<file path="src/rtl/fetch_unit_if.sv">
// Instruction memory read port between the fetch stage (master) and
// instruction memory (slave): single-word request with ack.
interface fetch_unit_if #(
   parameter int ADDR_W = 16,
   parameter int DATA_W = 16
);
   logic              mem_req;
   logic [ADDR_W-1:0] mem_addr;
   logic              mem_ack;
   logic [DATA_W-1:0] mem_rdata;

   modport master (
      output mem_req,
      output mem_addr,
      input  mem_ack,
      input  mem_rdata
   );

   modport slave (
      input  mem_req,
      input  mem_addr,
      output mem_ack,
      output mem_rdata
   );
endinterface

</file>
<file path="src/rtl/fetch_unit.sv">
// Instruction fetch stage: reads the PC, issues one memory read at a time and
// holds the returned word in ir for decode, with branch flush and halt.
//
// state | meaning
// IDLE  | halted or fresh out of reset, no request outstanding
// REQ   | mem_req high at mem_addr, waiting for mem_ack
// HOLD  | ir holds a word until decode takes it
// FLUSH | one cycle letting the PC load of a branch redirect land
module fetch_unit #(
   parameter int ADDR_W = 16,
   parameter int DATA_W = 16
) (
   input  logic              clk,
   input  logic              reset,
   input  logic [ADDR_W-1:0] pc,
   output logic              pc_inc,
   input  logic              halt,
   input  logic              flush,
   fetch_unit_if.master      mem,
   output logic [DATA_W-1:0] ir,
   output logic [ADDR_W-1:0] ir_pc,
   output logic              ir_valid,
   input  logic              ir_ready
);

   typedef enum logic [1:0] {
      IDLE  = 2'd0,
      REQ   = 2'd1,
      HOLD  = 2'd2,
      FLUSH = 2'd3
   } state_t;

   state_t state;
   state_t state_nxt;
   logic   load_addr;
   logic   take;

   always_ff @(posedge clk or negedge reset) begin
      if (!reset) begin
         state <= IDLE;
      end else begin
         state <= state_nxt;
      end
   end

   // flush overrides everything, including an ack arriving the same cycle
   always_comb begin
      state_nxt = state;
      load_addr = 1'b0;
      take      = 1'b0;
      if (flush) begin
         state_nxt = FLUSH;
      end else begin
         case (state)
            IDLE: begin
               if (!halt) begin
                  state_nxt = REQ;
                  load_addr = 1'b1;
               end
            end
            REQ: begin
               if (mem.mem_ack) begin
                  state_nxt = HOLD;
                  take      = 1'b1;
               end
            end
            HOLD: begin
               if (ir_ready) begin
                  if (halt) begin
                     state_nxt = IDLE;
                  end else begin
                     state_nxt = REQ;
                     load_addr = 1'b1;
                  end
               end
            end
            FLUSH: begin
               if (halt) begin
                  state_nxt = IDLE;
               end else begin
                  state_nxt = REQ;
                  load_addr = 1'b1;
               end
            end
            default: state_nxt = IDLE;
         endcase
      end
   end

   assign mem.mem_req = (state == REQ);
   assign pc_inc      = take;

   always_ff @(posedge clk or negedge reset) begin
      if (!reset) begin
         mem.mem_addr <= '0;
         ir           <= '0;
         ir_pc        <= '0;
         ir_valid     <= 1'b0;
      end else begin
         if (load_addr) begin
            mem.mem_addr <= pc;
         end
         if (take) begin
            ir    <= mem.mem_rdata;
            ir_pc <= mem.mem_addr;
         end
         if (flush) begin
            ir_valid <= 1'b0;
         end else if (take) begin
            ir_valid <= 1'b1;
         end else if ((state == HOLD) && ir_ready) begin
            ir_valid <= 1'b0;
         end
      end
   end

endmodule

</file>
<file path="src/flat_wrapper.sv">
// flat-port wrapper written by rule: the top's interface ports become plain ports
module fetch_unit_flat 
#(
   parameter int ADDR_W = 16,
   parameter int DATA_W = 16
)
  (clk, reset, pc, pc_inc, halt, flush, ir, ir_pc, ir_valid, ir_ready, mem_mem_req, mem_mem_addr, mem_mem_ack, mem_mem_rdata);
  fetch_unit_if #(.ADDR_W(ADDR_W), .DATA_W(DATA_W)) mem_i ();
  input  logic clk;
  input  logic reset;
  input  logic [ADDR_W-1:0] pc;
  output logic pc_inc;
  input  logic halt;
  input  logic flush;
  output logic [DATA_W-1:0] ir;
  output logic [ADDR_W-1:0] ir_pc;
  output logic ir_valid;
  input  logic ir_ready;
  output wire logic [$bits(mem_i.mem_req)-1:0] mem_mem_req;
  output wire logic [$bits(mem_i.mem_addr)-1:0] mem_mem_addr;
  input wire logic [$bits(mem_i.mem_ack)-1:0] mem_mem_ack;
  input wire logic [$bits(mem_i.mem_rdata)-1:0] mem_mem_rdata;
  assign mem_mem_req = mem_i.mem_req;
  assign mem_mem_addr = mem_i.mem_addr;
  assign mem_i.mem_ack = mem_mem_ack;
  assign mem_i.mem_rdata = mem_mem_rdata;
  fetch_unit #(.ADDR_W(ADDR_W), .DATA_W(DATA_W)) u_core (.clk(clk), .reset(reset), .pc(pc), .pc_inc(pc_inc), .halt(halt), .flush(flush), .mem(mem_i), .ir(ir), .ir_pc(ir_pc), .ir_valid(ir_valid), .ir_ready(ir_ready));
endmodule
</file>
<file path="config.mk">
export PLATFORM = sky130hd
export DESIGN_NAME = fetch_unit_flat
export DESIGN_NICKNAME = d
export VERILOG_FILES = /design/src/rtl/fetch_unit_if.sv /design/src/rtl/fetch_unit.sv /design/src/flat_wrapper.sv
export SDC_FILE = /design/constraint.sdc
export NUM_CORES = 1
export LEC_CHECK = 0
export CELL_PAD_IN_SITES_DETAIL_PLACEMENT = 0
export CELL_PAD_IN_SITES_GLOBAL_PLACEMENT = 2
export CORE_UTILIZATION = 28
export CTS_BUF_LIST = sky130_fd_sc_hd__clkbuf_8
export CTS_CLUSTER_DIAMETER = 100
export CTS_CLUSTER_SIZE = 40
export DETAILED_ROUTE_END_ITERATION = 16
export MAX_ROUTING_LAYER = met4
export PLACE_DENSITY_LB_ADDON = 0.1
export SLEW_MARGIN = 0
export SYNTH_ARGS = -nofsm -noshare
export SYNTH_HDL_FRONTEND = slang
export SYNTH_SLANG_ARGS = --single-unit
</file>
<file path="constraint.sdc">
create_clock -name clk -period 2.49 [get_ports clk]
set_clock_uncertainty 0.15 [all_clocks]
set_input_delay 0.498 -clock clk [delete_from_list [all_inputs] [get_ports clk]]
set_output_delay 0.498 -clock clk [all_outputs]
set_load 0.03 [all_outputs]
</file>
==> reports/qor.txt, run 1 <==
First-pass GRT wire length - 7.06 mm
Commonest cells post-synth - 51 x dfrtp_1, 48 x mux2_2
DRC - 0
Reg2Reg Launch Point - u_core.state[0]
Drt via density - 4.31
Mapped Area - 2010 um2
Final Hold Fails - 0
FF-to-FF path depth - 6
Flop2flop setup slack - 0.42 ns
Largest net degree at the start of global routing - 28
Port bufs - 88
Max Cap Violations - 0
Seq/Total Area, Yosys - 63.4%
Clock transition at path regs - 0.08 ns
Core area - 6870 um2
Final hold slack - 0.0427 ns
Via count - 1365
Area share of the largest cell type after synthesis - 63.4%
Remaining global-route overflow - 0
Initial DRT Pass Iterations - 2
Drt wl/cell - 13.9 um
Setup crit end kind - output pin
Clk sinks - 51
Root buf cell - clkbuf_8
Fmax - 0.464 GHz
Outcome - completed
1st-iter DRT viols - 22
Fin. max-slew vios - 0
Worst setup SP type - primary input
Yosys reg bits - 51
Die Y - 86.8 um
Nets - 261
Leading area contributor after synthesis - dfrtp_1
Synth-to-Final Area Change - 57.4%
Cell Pwr Density - 1340 nW/um2
Crit path time final - 2.15 ns
Synth async-reset ratio - 100%
Die ar. - 7540 um2
H-tree levels - 2
Initial Utilization - 29.3%
Num rows - 30
Layout cells sized above 1 - 29.9%
Tightest Pin Transition - 0.579 ns
Core Util, Final - 46.2%
Vias in the first global route - 1512
DP HPWL - 3.39 mm
Most frequent cell after synthesis - dfrtp_1
Worst path required time - 1.84 ns
Post-CTS Hold Fix Bufs - 0
GRT Overall Usage - 12.8%
Cells after synthesis - 124
Top cells by area, synth - dfrtp_1 63%, mux2_2 27%, ha_1 1.9%
Netlist cell types - 17
Die X-Extent - 86.8 um
Post-Route WL - 4.40 mm
Clock Latency Late Sink - 0.29 ns
Pwr Total - 4240 uW
N_diodes - 0
Normalized max-slew margin - 61.4%
Crit path max fanout - 5
Arrival time worst endpoint - 1.51 ns
Total CTS buffers - 5
# IOs - 89
Setup tns final - 0 ns
CP Class - primary input to output pin
Initial antenna violation count - 0
TritonCTS clock tree - built
Final setup viols - 0
Final worst path period share - 86.5%
IR drop worst, VDD - 0.604 mV
EDFF count, synth - 0
Syn_area_per_cell - 16.2 um2
Worst min path class - primary input to asynchronous set/reset pin
Placer congestion estimate - 0.694
FF-to-FF End - u_core.mem.mem_addr[6]
Synth Net Count - 165
Main synth FF type - dfrtp_1
ANT nets after route - 0
Syn. warnings - 0
P_leak - 0.00135 uW
Max clock buf depth - 2
RSZ-0062 raised after global routing - false
## worst max path at each step
stage | depth (start not counted) | startpoint | to
after CTS | 3 | u_core.state[1] | mem_mem_req
after global routing | 5 | u_core.state[1] | pc_inc
final | 4 | flush | pc_inc
after floorplan | 5 | u_core.state[1] | pc_inc
after global placement | 5 | ir_ready | u_core.mem.mem_addr[6]
after detailed placement | 5 | ir_ready | u_core.mem.mem_addr[7]
## metrics by stage
step	setup slack, ns	instance area (um2)	cells
after global placement	0.132	3030	309
after floorplan	0.235	2010	124
after global routing	0.262	3170	317
after CTS	0.0104	3170	317
after detailed placement	0.112	3030	309
final	0.335	3170	317
## logic make-up (layout without fill, tap and decap cells)
group / after synthesis / after routing / synth area share, %
adder cells (fa/ha/maj): 3 / 3 / 1.86
AO/OA/AOI/OAI: 4 / 4 / 2.36
buffers and inverters: 7 / 104 / 1.86
flip-flops: 51 / 51 / 63.4
AND/OR/NAND/NOR: 10 / 10 / 3.23
multiplexers: 49 / 49 / 27.3
## report_power, final
part	internal, uW	leakage (uW)	switching [uW]
Combinational	1010	0.000677	1120
Clock	400	0.0000644	258
Sequential	1220	0.000609	232
Total	2630	0.00135	1610
## layout by cell type, fill, tap and decap left out, types with 2 or more instances in the layout
master / count
clkdlybuf4s50_1: 85
dfrtp_1: 51
mux2_2: 48
clkbuf_8: 5
buf_4: 5
inv_1: 3
nand2_1: 3
ha_1: 3
nand3b_1: 2
a31oi_1: 2
bufinv_16: 2
## per-layer routing
layer	up-vias	track usage, %	share of wire (%)
met5	-	-	0
met4	0	4.55	1.2
li1	625	-	-
met3	4	3.14	4.8
met1	690	13.0	39
met2	46	23.6	55
## worst max-delay path, stage by stage
cell and delay [ns]:
clkdlybuf4s50_1 0.52, nand3b_1 0.25, inv_1 0.08, buf_4 0.15
## sequential cells by signal, summed over array words and instances (netlist names)
name / flops
u_core.ir_valid: 1
u_core.mem.mem_addr: 16
u_core.ir: 16
u_core.ir_pc: 16
u_core.state: 2
## what timing repair did
action	4_1_cts	5_1_grt
endpoints found under the hold margin	0	0
gates resized for setup	0	1
setup buffers	0	0
setup endpoints to repair	0	1
## area by class of cell
class / instances / area, um2
fillers: 632 / 3700
flip-flops and latches: 51 / 1280
repair buffers: 93 / 926
multi-input cells: 66 / 701
well taps: 96 / 120
clock buffers: 5 / 68.8
clock inverters: 3 / 67.6
inverters: 3 / 11.3
(Power assumes the default switching activity.)
==> run 2: changes to the inputs <==
Settings changed: SLEW_MARGIN 0 to 30.
==> results of run 2 <==
The final DEF is identical to that of run 1; final timing and power are the same.
